`src/rtl/b2s_transmitter.sv`:
```
// b2s link transmitter: sends a WIDTH-bit word as pulse-width-coded low pulses,
// a long start pulse first, then one pulse per bit, LSB first.
module b2s_transmitter #(
  parameter int unsigned WIDTH     = 64,
  parameter int unsigned START_LOW = 240,
  parameter int unsigned ONE_LOW   = 16,
  parameter int unsigned ZERO_LOW  = 96,
  parameter int unsigned HIGH_TIME = 16,
  parameter int unsigned GAP_TIME  = 32
) (
  input  logic             clk,
  input  logic             rst_n,
  input  logic [WIDTH-1:0] din,
  input  logic             start,
  output logic             busy,
  output logic             done,
  output logic             b2s_dout
);

  localparam int unsigned CntW = $clog2(WIDTH + 1);

  // Phase counter is loaded with (length - 1) and the phase ends when it reads zero.
  localparam logic [7:0] StartLd = 8'(START_LOW - 1);
  localparam logic [7:0] OneLd   = 8'(ONE_LOW - 1);
  localparam logic [7:0] ZeroLd  = 8'(ZERO_LOW - 1);
  localparam logic [7:0] HighLd  = 8'(HIGH_TIME - 1);
  localparam logic [7:0] GapLd   = 8'(GAP_TIME - 1);

  typedef enum logic [2:0] {
    StIdle,
    StStartLo,
    StStartHi,
    StBitLo,
    StBitHi,
    StGap
  } state_e;

  state_e           state_q;
  logic [7:0]       phase_q;
  logic [CntW-1:0]  bit_cnt_q;
  logic [WIDTH-1:0] shift_q;

  logic [7:0] bit_low_ld;
  logic       phase_end;

  always_comb begin
    bit_low_ld = shift_q[0] ? OneLd : ZeroLd;
    phase_end  = (phase_q == 8'd0);
  end

  always_ff @(posedge clk) begin
    if (!rst_n) begin
      state_q   <= StIdle;
      phase_q   <= 8'd0;
      bit_cnt_q <= '0;
      shift_q   <= '0;
      busy      <= 1'b0;
      done      <= 1'b0;
      b2s_dout  <= 1'b1;
    end else begin
      done <= 1'b0;
      unique case (state_q)
        StIdle: begin
          b2s_dout <= 1'b1;
          if (start) begin
            shift_q   <= din;
            bit_cnt_q <= CntW'(WIDTH);
            phase_q   <= StartLd;
            b2s_dout  <= 1'b0;
            busy      <= 1'b1;
            state_q   <= StStartLo;
          end
        end

        StStartLo: begin
          if (phase_end) begin
            b2s_dout <= 1'b1;
            phase_q  <= HighLd;
            state_q  <= StStartHi;
          end else begin
            phase_q <= phase_q - 8'd1;
          end
        end

        StStartHi: begin
          if (phase_end) begin
            b2s_dout <= 1'b0;
            phase_q  <= bit_low_ld;
            state_q  <= StBitLo;
          end else begin
            phase_q <= phase_q - 8'd1;
          end
        end

        StBitLo: begin
          if (phase_end) begin
            b2s_dout  <= 1'b1;
            phase_q   <= HighLd;
            shift_q   <= shift_q >> 1;
            bit_cnt_q <= bit_cnt_q - CntW'(1);
            state_q   <= StBitHi;
          end else begin
            phase_q <= phase_q - 8'd1;
          end
        end

        StBitHi: begin
          if (phase_end) begin
            // shift_q already holds the next bit in position 0.
            if (bit_cnt_q != '0) begin
              b2s_dout <= 1'b0;
              phase_q  <= bit_low_ld;
              state_q  <= StBitLo;
            end else begin
              phase_q <= GapLd;
              state_q <= StGap;
            end
          end else begin
            phase_q <= phase_q - 8'd1;
          end
        end

        StGap: begin
          if (phase_end) begin
            busy    <= 1'b0;
            done    <= 1'b1;
            state_q <= StIdle;
          end else begin
            phase_q <= phase_q - 8'd1;
          end
        end

        default: begin
          state_q  <= StIdle;
          busy     <= 1'b0;
          b2s_dout <= 1'b1;
        end
      endcase
    end
  end

endmodule

```
`config.mk`:
```
export PLATFORM = sky130hd
export DESIGN_NAME = b2s_transmitter
export DESIGN_NICKNAME = d
export VERILOG_FILES = /design/src/rtl/b2s_transmitter.sv
export SDC_FILE = /design/constraint.sdc
export NUM_CORES = 1
export LEC_CHECK = 0
export BUFFER_PORTS_ARGS = -buffer_cell sky130_fd_sc_hd__clkbuf_2
export CORE_ASPECT_RATIO = 1.5
export CORE_MARGIN = 1
export CORE_UTILIZATION = 40
export DETAILED_ROUTE_END_ITERATION = 6
export GPL_ROUTABILITY_DRIVEN = 0
export PLACE_DENSITY = 0.71
export SETUP_SLACK_MARGIN = 0.05
export SYNTH_ARGS = -nofsm -noshare
export SYNTH_HDL_FRONTEND = slang
export SYNTH_SLANG_ARGS = --single-unit
```
`constraint.sdc`:
```
create_clock -name clk -period 3.8 [get_ports clk]
set_clock_uncertainty 0.1 [all_clocks]
set_input_delay 0.19 -clock clk [delete_from_list [all_inputs] [get_ports clk]]
set_output_delay 0.19 -clock clk [all_outputs]
set_load 0.005 [all_outputs]
```
After elaboration in Yosys (flattened, before gate mapping)
Index checks and enable logic that the tools add are counted.

Flip-flop bits (word level): 85. Input port bits: 67. Output and inout port bits: 3.

Add/sub/neg operators: 2. Equality and inequality tests: 14. Mux-type cells: 31. Bitwise gates (word level): 2. Reductions and logical operators: 13.

Operator list (count): 2-to-1 mux 64 bit (2); case mux 64 bit (2 select lines) (1); 2-to-1 mux 8 bit (5); case mux 8 bit (5 select lines) (1); 2-to-1 mux 7 bit (4); 2-to-1 mux 3 bit (7); case mux 3 bit (6 select lines) (1); != test 2 bit (second input constant) (8); case mux 7 bit (2 select lines) (1); AND reduction 3 bit (3); logical NOT 8 bit (1); subtractor 8 x 1 -> 8 bit (second input constant) (1); 2-to-1 mux 1 bit (7); nonzero test 7 bit (1); subtractor 7 x 1 -> 7 bit (second input constant) (1); equality test 3 x 2 -> 1 bit (second input constant) (2); equality test 3 bit (second input constant) (2); AND reduction 6 bit (1); case mux 1 bit (5 select lines) (1); AND reduction 5 bit (1); nonzero test 5 bit (1); OR reduction 4 bit (1); equality test 3 x 1 -> 1 bit (second input constant) (1); logical NOT 3 bit (1); other kinds (6) (7).

Logic depth before layout (Yosys ltp)
Gate-level depths: netlist (run 1).

Depth after elaboration: 4. Mapped depth: 8.

Worst setup path before layout (run 1)
No wires, ideal clock.

Kind: reg-to-reg. Start: register phase_q[0]. End: register shift_q[55]. Arrival: 1763 ps. Data required time: 3609 ps. Path slack: 1846 ps. Cell stages (with the launch flop): 9. Period minus slack after synthesis: 1954 ps. Path through: dfxtp_1 -> inv_1 -> ha_1 -> and4bb_2 -> a32oi_4 -> nor2_8 -> buf_6 -> buf_4 -> a311oi_1.

Word-level cells in the longest chain between the ends: 3.

RTL lines: start: declaration (line 39) `logic [7:0] phase_q;`; start signal: assignment (line 68) `phase_q <= StartLd;`; start signal: assignment (line 78) `phase_q <= HighLd;`; start signal: assignment (line 81) `phase_q <= phase_q - 8'd1;`; logical NOT 8 bit (line 48) `phase_end = (phase_q == 8'd0);`; != test 2 bit (no source line); AND reduction 3 bit (no source line); end signal: assignment (line 66) `shift_q <= din;`; end signal: assignment (line 99) `shift_q <= shift_q >> 1;`; end: declaration (line 41) `logic [WIDTH-1:0] shift_q;`.

Every way passes these cells. A chain may end at the register's enable or synchronous reset.

Final worst setup path (run 1)
Start: register state_q[1]. End: register shift_q[16].

Word-level cells in the longest chain between the ends: 3.

RTL lines: start: declaration (line 38) `state_e state_q;`; start signal: assignment (line 53) `state_q <= StIdle;`; start signal: assignment (line 71) `state_q <= StStartLo;`; start signal: assignment (line 79) `state_q <= StStartHi;`; equality test 3 x 2 -> 1 bit or logical NOT 3 bit (tied branches) (line 62) `unique case (state_q)`; != test 2 bit (no source line) or nonzero test 2 bit (tied branches); AND reduction 3 bit (no source line).

Parallel ways exist; a longest one is shown, timed or not.

==> reports/results.ini, run 1 <==
[run_status]
status = complete, but fails checks
violations = hold timing

[global_route]
grt_pass1_vias = 3596
gr-usage-all-layers = 0.181
antenna_found_initial = 0
grt_max_degree = 60
grt_overflow_total = 0
grt_first_pass_wirelength_um = 16100

[synthesis]
synthesis.nets = 595
synthXorXnorAreaFrac = 0.00209
syn_inst = 525
synth_edf_count = 0
synth_seq_cells = 85
synth_compound_area_frac = 0.239
synth_adder_area_share = 0.00898
synth-main-ff-cell = dfxtp_1
yosys.cell_types.count = 48
synth_top_family_by_area = simple AND/OR/NAND/NOR gates
muxShareOfSynthArea = 0.00778
synth-simple-area-share = 0.271
seq_area_frac_synth = 0.407
synthArstFlopShare = 0
netlist_area_sq_mm = 0.00418
synth_warnings = 0
syn_area_per_cell_sq_um = 7.96

[drt]
drt_iter0_drc = 191
detail_route.wl_per_cell_um = 13.8
vias = 3860
met2_wirelength_um = 4870
top_layer = met4
ant_nets = 0
drc_errors = 0
wl_met3_um = 348
dr.pass1.iters = 4
wl_met1_um = 4290
viasPerCell = 5.53
drt_wl_total_um = 9650

[placement]
port_buffers = 69
hpwl_um = 6450
placedCellCount = 674

[sta]
max_freq_mhz = 381
hold_viol = 1
finalCriticalPeriod_ns = 2.63
fin_crit_sh = 0.691
hold_slack_ns = -0.000687
setup_viol = 0
relSlewSlack = 0.341
rsz0062_at_grt = no
finalSetupTns_ns = 0
slew_violations = 0
worstMarginPinSlew_ns = 0.987

[min_path]
holdPathStages = 3
hp-class = input pin to flop

[critical_path]
critPathKind = flop to flop
rr_worst_depth = 5
cp.arrival_ns = 2.76
crit_path_end_kind = flop
critical_path_required_ns = 3.94
start_kind = flop
critPathMaxFanout = 45
worst_path_max_delay_cell = dfxtp_1
path_cells = nor2b_1, and2_2, buf_4, nand2_1, a311oi_1
slowest_delay_ns = 0.67

[floorplanning]
core-area_sq_mm = 0.0101
die_w_um = 85.5
die_y_um = 127
io_pins = 70
initial_core_util = 0.413
design.die.area_sq_mm = 0.0109
rows = 45

[clock_tree]
cts_root_buf = clkbuf_16
postCtsHoldBufs = 8
cts_buffers = 9
cts.htree.levels = 3
numClockSinks = 85
clkTransAtPathRegs_ns = 0.07
cts_buffer_depth = 2
cts_tree = built
cts_resized = 0
postCtsSetupBuffers = 0
clkLatencyLatePin_ns = 0.34

[power_and_ir_drop]
ir_drop_mv = 0.247
power.density_mw_per_mm2 = 553
p_leak_nw = 1.98
total_power_mw = 2.70

[layout]
ff_latch_area_sq_mm = 0.00170
nets = 646
antenna_cells = 0
multi_input_area_sq_mm = 0.00222
nFillCells = 969
drive_gt1_frac = 0.196
syn2layout_area_growth_pct = 16.8
final_cells = 698

[job]
drv_cap = 0

[cell type report]
type / count / share of cell area
inverter: 10 / 0.00769
tap: 117 / 0.0300
timing repair buffer: 83 / 0.0989
clock inverter: 7 / 0.0149
clock buffer: 9 / 0.0461
multi-input combinational: 387 / 0.454
sequential: 85 / 0.349
[worst max-delay path, delay by kind of cell, from the launching register on]
| kind | cells | cell delay (ns) |
|---|---|---|
| simple gates | 3 | 0.96 |
| compound gates | 1 | 0.30 |
| buf+inv | 1 | 0.48 |
| flops | 1 | 0.67 |
[through the flow]
step | hold slack [ns] | utilization | setup slack [ns] | area (sq um)
6_report | -0.000687 | 0.482 | 1.17 | 4880
5_1_grt | 0.0104 | 0.482 | 0.928 | 4880
2_1_floorplan | 0.242 | - | 1.85 | 4180
3_3_place_gp | 0.344 | 0.444 | 1.27 | 4500
3_5_place_dp | 0.351 | 0.444 | 1.18 | 4500
4_1_cts | 0.00000344 | 0.482 | 1.18 | 4880
[placed cells by master, fill, tap and decap left out, types with 2 or more instances in the layout]
cell             n
a21oi_1         20
nand3_1          4
nand2_1        139
a31oi_1          3
o21ai_0          7
inv_1            9
nor3b_1          3
a311oi_2        10
clkbuf_2        69
buf_4            5
clkinv_2         2
a21o_1           2
ha_1             3
o221a_2          2
dlygate4sd3_1    8
dfxtp_1         85
nor3_1          11
clkinvlp_4       2
o31ai_1          3
nor2b_1          3
o211a_1          3
nor4_1           3
or4bb_1          2
clkbuf_16        9
a211oi_1         5
mux2_2           2
and2_1           3
o22a_1           2
or3_1            3
a311oi_1        54
inv_6            2
nor2_1          79
o21a_1           2
[logic make-up (layout without fill, tap and decap cells)]
group,count (synthesis),after routing
adders and majority gates,3,3
and+or+nand+nor,262,262
xor gates and xnor gates,1,1
AOI/OAI and AO/OA,118,118
buffers and inverters,53,109
DFF,85,85
muxes,3,3
[power breakdown]
part / switching, mW / leakage (nW) / internal (mW)
sequential: 0.117 / 0.702 / 1.04
clock: 0.373 / 0.142 / 0.511
combinational: 0.383 / 1.13 / 0.279
[synth_stat cells, drive strengths merged (2+ instances only)]
library cell | count | area share
a21o | 2 | 0.0036
nor3 | 11 | 0.013
buf | 17 | 0.032
o22a | 2 | 0.0042
o211a | 3 | 0.0072
a211oi | 5 | 0.0090
clkbuf | 26 | 0.023
nor3b | 3 | 0.0054
a21oi | 20 | 0.024
a31oi | 3 | 0.0045
ha | 3 | 0.0090
o221a | 2 | 0.0054
nor2b | 3 | 0.0045
or4bb | 2 | 0.0054
a311oi | 64 | 0.15
or3 | 3 | 0.0045
mux2 | 2 | 0.0054
o21a | 2 | 0.0036
o21ai | 7 | 0.0084
nand3 | 4 | 0.0048
dfxtp | 85 | 0.41
o31ai | 3 | 0.0054
nand2 | 140 | 0.13
inv | 9 | 0.0081
and2 | 4 | 0.0060
nor2 | 80 | 0.076
nor4 | 5 | 0.013
[routing by layer]
metal | vias to the layer above | track usage
met5 | - | 0
met3 | 12 | 0.0258
met2 | 87 | 0.312
met4 | 0 | 0.0833
met1 | 1792 | 0.221
li1 | 1969 | -
[registers in the layout, indices dropped and copies added, names as in the netlist]
register   cells
b2s_dout       1
bit_cnt_q      7
busy           1
done           1
phase_q        8
shift_q       64
state_q        3
[worst paths after layout]
path	from	to	slack (ns)
setup reg to reg	state_q[1]	shift_q[16]	1.17
hold reg to reg	shift_q[63]	shift_q[63]	0.37
setup / recovery	state_q[1]	shift_q[16]	1.17
hold / removal	din[39]	shift_q[39]	-0.0007
Power figures use the tool's default switching activity.
==> run 2, diff against run 1 <==
--- a/config.mk
+++ b/config.mk
@@ -11,7 +11,7 @@
 export CORE_UTILIZATION = 40
 export DETAILED_ROUTE_END_ITERATION = 6
 export GPL_ROUTABILITY_DRIVEN = 0
-export PLACE_DENSITY = 0.71
+export PLACE_DENSITY = 0.73
 export SETUP_SLACK_MARGIN = 0.05
 export SYNTH_ARGS = -nofsm -noshare
 export SYNTH_HDL_FRONTEND = slang
==> constraint.sdc (replaced) <==
create_clock -name clk -period 2.2 [get_ports clk]
set_clock_uncertainty 0.1 [all_clocks]
set_input_delay 0.11 -clock clk [delete_from_list [all_inputs] [get_ports clk]]
set_output_delay 0.11 -clock clk [all_outputs]
set_load 0.005 [all_outputs]
==> reports/results.ini, run 2 (synthesis gave the netlist of run 1 again) <==
[global_route]
grt_first_pass_wirelength_um = 17900  ; +11%
grt_pass1_vias = 4077  ; +13%
grt_overflow_total = 0  ; unchanged
antenna_found_initial = 0  ; unchanged
grt_max_degree = 60  ; unchanged
gr-usage-all-layers = 0.203  ; +0.0225

[critical_path]
cp.arrival_ns = 2.25  ; -0.51 ns
rrSetupSlack_ns = 0.09  ; -1.08 ns
rr_endpoint = shift_q[31]
critPathMaxFanout = 29  ; -36%
critPathKind = flop to flop
slowest_delay_ns = 0.39  ; -0.28 ns
rr_worst_depth = 7  ; +2
r2r-start = phase_q[0]
start_kind = flop
critical_path_required_ns = 2.34  ; -1.60 ns
crit_start = phase_q[0]
worst_path_max_delay_cell = a32oi_4
crit_path_end_kind = flop
path_cells = inv_1, ha_4, and4bb_2, a32oi_4, nor2_4, clkbuf_16, a311oi_1
worstSetupEndpoint = shift_q[31]

[power_and_ir_drop]
ir_drop_mv = 0.400  ; +62%
p_leak_nw = 2.41  ; +22%
power.density_mw_per_mm2 = 867  ; +57%

[placement]
port_buffers = 69  ; unchanged
placedCellCount = 687  ; +1.9%
hpwl_um = 6600  ; +2.3%

[layout]
drive_gt1_frac = 0.233  ; +0.0364
final_cells = 779  ; +12%
nFillCells = 870  ; -10%
final_common_cell = nand2_1
syn2layout_area_growth_pct = 41.7
antenna_cells = 0  ; unchanged
nets = 728  ; +13%
regMostFlops = shift_q
reg_top3 = shift_q (64), phase_q (8), bit_cnt_q (7)
final_cell_mix = 138 x nand2_1, 85 x dfxtp_1, 79 x nor2_1, 69 x clkbuf_2, 65 x dlygate4sd3_1
largest_reg_flops = 64  ; unchanged

[drt]
ant_nets = 0  ; unchanged
drt_iter0_drc = 333  ; +74%
detail_route.wl_per_cell_um = 15.3  ; +11%
vias = 4390  ; +14%
drc_errors = 0  ; unchanged
viasPerCell = 5.64  ; +1.9%
drt_wl_total_um = 11900  ; +23%
dr.pass1.iters = 5  ; +1

[sta]
fin_crit_sh = 0.960  ; +0.269
setup_viol = 0  ; unchanged
finalCriticalPeriod_ns = 2.11  ; -0.515 ns
slew_violations = 0  ; unchanged
rsz0062_at_grt = yes
finalSetupTns_ns = 0  ; unchanged
max_freq_mhz = 474  ; +24%
worstMarginPinSlew_ns = 0.626  ; -0.360 ns
hold_viol = 0  ; -1
relSlewSlack = 0.579  ; +0.238

[min_path]
hp-class = input pin to flop
holdPathStages = 4  ; +1

[job]
drv_cap = 0  ; unchanged

[clock_tree]
cts_buffer_depth = 2  ; unchanged
cts_root_buf = clkbuf_16
clkLatencyLatePin_ns = 0.34  ; about the same
numClockSinks = 85  ; unchanged
cts_buffers = 9  ; unchanged
cts_tree = built
cts.htree.levels = 3  ; unchanged
clkTransAtPathRegs_ns = 0.06  ; about the same

[floorplanning]
die_w_um = 85.5  ; unchanged
io_pins = 70  ; unchanged
core-area_sq_mm = 0.0101  ; unchanged
rows = 45  ; unchanged
initial_core_util = 0.413  ; unchanged
design.die.area_sq_mm = 0.0109  ; unchanged
die_y_um = 127  ; unchanged

[run_status]
status = finished clean

## run 2: how the worst min path moves through the flow
stage             from     endpoint  slack [ns]
6_report         start   phase_q[6]        0.21
5_1_grt          start   phase_q[6]        0.23
4_1_cts          start   phase_q[6]        0.20
3_5_place_dp   din[48]  shift_q[48]        0.27
3_3_place_gp   din[18]  shift_q[18]        0.26
2_1_floorplan  din[63]  shift_q[63]        0.16
## run 2: power breakdown
| part | switching, mW | internal, mW |
|---|---|---|
| Combinational | 0.841 | 0.783 |
| Clock | 0.592 | 0.935 |
| Sequential | 0.192 | 1.79 |
| Total | 1.62 | 3.51 |
## run 2: what timing repair did
item / CTS / global route
cloned: 0 / 9
resized for setup: 0 / 25
setup buffers: 1 / 2
endpoints found under the setup margin: 38 / 76
hold buffers: 65 / 0
hold endpoints to repair: 65 / 0
pin swaps: 1 / 7
## run 2: cell type report
type / instances / area (sq um) / area share
Clock buffer: 12 / 256 / 0.0433
Clock inverter: 3 / 45.0 / 0.00760
Inverter: 10 / 37.5 / 0.00634
Multi-Input combinational cell: 389 / 2350 / 0.396
Sequential cell: 85 / 1700 / 0.287
Tap cell: 117 / 146 / 0.0247
Timing Repair Buffer: 163 / 1390 / 0.234
## run 2: stage by stage
stage          power (mW)  worst slack, ns   util  hold WS (ns)  area [sq um]
2_1_floorplan        2.92            0.246      -         0.162          4180
3_3_place_gp         3.17            0.140  0.458         0.261          4640
3_5_place_dp         3.22           0.0321  0.458         0.269          4640
4_1_cts              4.86           0.0767  0.552         0.198          5600
5_1_grt              5.40          -0.0207  0.584         0.231          5920
6_report             5.13           0.0881  0.584         0.207          5920
## run 2: worst max-delay path: cells and delay by family, from the launching register on
kind	cells	cell delay, ns
AND/OR/NAND/NOR	2	0.40
flip-flops	1	0.35
adder cells (fa/ha/maj)	1	0.19
AO/OA/AOI/OAI	2	0.64
buffers and inverters	2	0.33
## run 2: per-layer routing
layer  vias up  part of all wire  track usage
li1       2136                 -            -
met1      2066              0.40        0.227
met2       143              0.52        0.362
met3        45             0.040       0.0342
met4         0             0.035        0.115
met5         -                 0            0
==> run 3, diff against run 2 <==
--- a/config.mk
+++ b/config.mk
@@ -8,10 +8,11 @@
 export BUFFER_PORTS_ARGS = -buffer_cell sky130_fd_sc_hd__clkbuf_2
 export CORE_ASPECT_RATIO = 1.5
 export CORE_MARGIN = 1
-export CORE_UTILIZATION = 40
+export CORE_UTILIZATION = 46
 export DETAILED_ROUTE_END_ITERATION = 6
 export GPL_ROUTABILITY_DRIVEN = 0
-export PLACE_DENSITY = 0.73
+export HOLD_SLACK_MARGIN = 0.05
+export PLACE_DENSITY = 0.81
 export SETUP_SLACK_MARGIN = 0.05
 export SYNTH_ARGS = -nofsm -noshare
 export SYNTH_HDL_FRONTEND = slang
==> reports/results.ini, run 3 (synthesis gave the netlist of run 1 again) <==
[critical_path]
crit_start = state_q[1]
start_kind = flop
critPathMaxFanout = 33  ; +14%
crit_path_end_kind = flop
cp.arrival_ns = 2.30  ; +0.05 ns
slowest_delay_ns = 0.54  ; +0.15 ns
path_cells = buf_4, nor2b_1, and2_2, buf_12, nand2_1, a311oi_2
rr_endpoint = shift_q[43]
rr_worst_depth = 6  ; -1
worstSetupEndpoint = shift_q[43]
rrSetupSlack_ns = 0.02  ; -0.07 ns
cp_top_family = simple AND/OR/NAND/NOR gates
r2r-start = state_q[1]
critical_path_required_ns = 2.32  ; -0.02 ns
critPathKind = flop to flop
worst_path_max_delay_cell = dfxtp_1
worst-path-stages = 6  ; -1
crit_buf_inv = 2  ; unchanged

[drt]
drt_wl_total_um = 13100  ; +9.9%
wl_met1_um = 4940  ; +3.2%
drt_iter0_drc = 459  ; +38%
wl_met3_um = 615  ; +28%
viasPerCell = 6.01  ; +6.7%
top_layer = met4
ant_nets = 0  ; unchanged
dr.pass1.iters = 7  ; +2
drc_errors = 0  ; unchanged
met2_wirelength_um = 6990  ; +12%
detail_route.wl_per_cell_um = 17.1  ; +12%
vias = 4600  ; +4.8%

[sta]
worstMarginPinSlew_ns = 0.615  ; -0.0108 ns
max_freq_mhz = 458  ; -3.3%
slew_violations = 0  ; unchanged
setup_viol = 0  ; unchanged
relSlewSlack = 0.587  ; +0.00725
finalCriticalPeriod_ns = 2.18  ; +0.0726 ns
hold_viol = 0  ; unchanged
rsz0062_at_grt = yes
fin_crit_sh = 0.993  ; +0.0330

[clock_tree]
cts_root_buf = clkbuf_16
clkLatencyLatePin_ns = 0.34  ; about the same
cts_buffers = 9  ; unchanged
clkTransAtPathRegs_ns = 0.06  ; about the same
cts.htree.levels = 3  ; unchanged
cts_buffer_depth = 2  ; unchanged
numClockSinks = 85  ; unchanged
cts_tree = built

[job]
drv_cap = 0  ; unchanged

[global_route]
gr-usage-all-layers = 0.266  ; +0.0631
grt_pass1_vias = 4386  ; +7.6%
grt_overflow_total = 0  ; unchanged
grt_first_pass_wirelength_um = 20000  ; +12%
antenna_found_initial = 0  ; unchanged
grt_max_degree = 44  ; -27%

[floorplanning]
io_pins = 70  ; unchanged
initial_core_util = 0.474  ; +0.0610
design.die.area_sq_mm = 0.00948  ; -13%
die_w_um = 79.8  ; -6.6%
die_y_um = 119  ; -6.6%
core-area_sq_mm = 0.00883  ; -13%
rows = 42  ; -6.7%

[layout]
final_common_cell = nand2_1
final_cells = 765  ; -1.8%
antenna_cells = 0  ; unchanged
nets = 720  ; -1.1%
drive_gt1_frac = 0.241  ; +0.00859
syn2layout_area_growth_pct = 40.1
final_cell_mix = 139 x nand2_1, 84 x dfxtp_1, 79 x nor2_1, 69 x clkbuf_2, 65 x dlygate4sd3_1
reg_top3 = shift_q (64), phase_q (8), bit_cnt_q (7)
regMostFlops = shift_q
largest_reg_flops = 64  ; unchanged

[power_and_ir_drop]
total_power_mw = 5.13  ; -0.12%
seqPwrFrac = 0.391  ; +0.005
power_frac_comb = 0.316  ; about the same
ir_drop_mv = 0.489  ; +22%
switching_share = 0.329  ; +0.0126
power.density_mw_per_mm2 = 875  ; +0.99%
intPower_mw = 3.44  ; -2.0%
pwr-share-clk = 0.293  ; -0.004
p_leak_nw = 2.36  ; -1.8%
p_switching_mw = 1.69  ; +3.9%

[placement]
hpwl_um = 6750  ; +2.3%
placedCellCount = 677  ; -1.5%
port_buffers = 69  ; unchanged

[min_path]
hp-class = input pin to flop

[run_status]
status = finished clean

run 3: power by group through the flow:
stage / Clock [mW] / Combinational [mW] / Sequential (mW)
after floorplan: 0 / 0.971 / 1.95
after global placement: 0 / 1.17 / 1.99
after detailed placement: 0 / 1.22 / 2.01
after CTS: 1.51 / 1.40 / 1.98
after global routing: 1.60 / 1.74 / 2.03
final: 1.50 / 1.62 / 2.01
run 3: stage by stage:
step | instance area [sq um] | util | worst slack [ns] | hold WS [ns] | setup TNS (ns)
floorplan | 4180 | - | 0.246 | 0.162 | 0
global placement | 4620 | 0.523 | 0.122 | 0.263 | 0
detailed placement | 4620 | 0.523 | -0.00576 | 0.268 | -0.00576
CTS | 5640 | 0.638 | 0.0562 | 0.198 | 0
global route | 5860 | 0.664 | -0.109 | 0.221 | -0.112
finish | 5860 | 0.664 | 0.0155 | 0.195 | 0
run 3: worst register-to-register path, stage by stage, from the launching register on:
cell and delay, ns:
dfxtp_1 0.54, buf_4 0.23, nor2b_1 0.26, and2_2 0.26, buf_12 0.20, nand2_1 0.12, a311oi_2 0.36
run 3: repair_timing:
action | CTS | global route
gates resized for setup | 1 | 34
hold endpoints to repair | 69 | 0
cloned | 2 | 1
hold buffers | 65 | 0
buffers inserted | 0 | 4
endpoints found under the setup margin | 16 | 75
pin swaps | 2 | 3
run 3: worst min-delay path by stage:
| stage | cells past startpoint | end | from | slack [ns] |
|---|---|---|---|---|
| after floorplan | 2 | shift_q[63] | din[63] | 0.16 |
| after global placement | 3 | shift_q[52] | din[52] | 0.26 |
| after detailed placement | 3 | shift_q[6] | din[6] | 0.27 |
| after CTS | 3 | bit_cnt_q[6] | start | 0.20 |
| after global routing | 4 | busy | start | 0.22 |
| final | 3 | bit_cnt_q[6] | start | 0.20 |
run 3: routing by layer:
layer,track usage,up-vias
met5,0,-
met4,0.116,0
met3,0.0556,62
met2,0.483,210
met1,0.289,2216
li1,-,2112
run 3: area by class of cell:
cell class / count / area, sq um
inverter: 10 / 37.5
multi-input combinational: 387 / 2390
tap: 110 / 138
timing repair buffer: 157 / 1290
sequential: 85 / 1700
clock buffer: 12 / 246
fill: 647 / 2970
clock inverter: 4 / 47.5
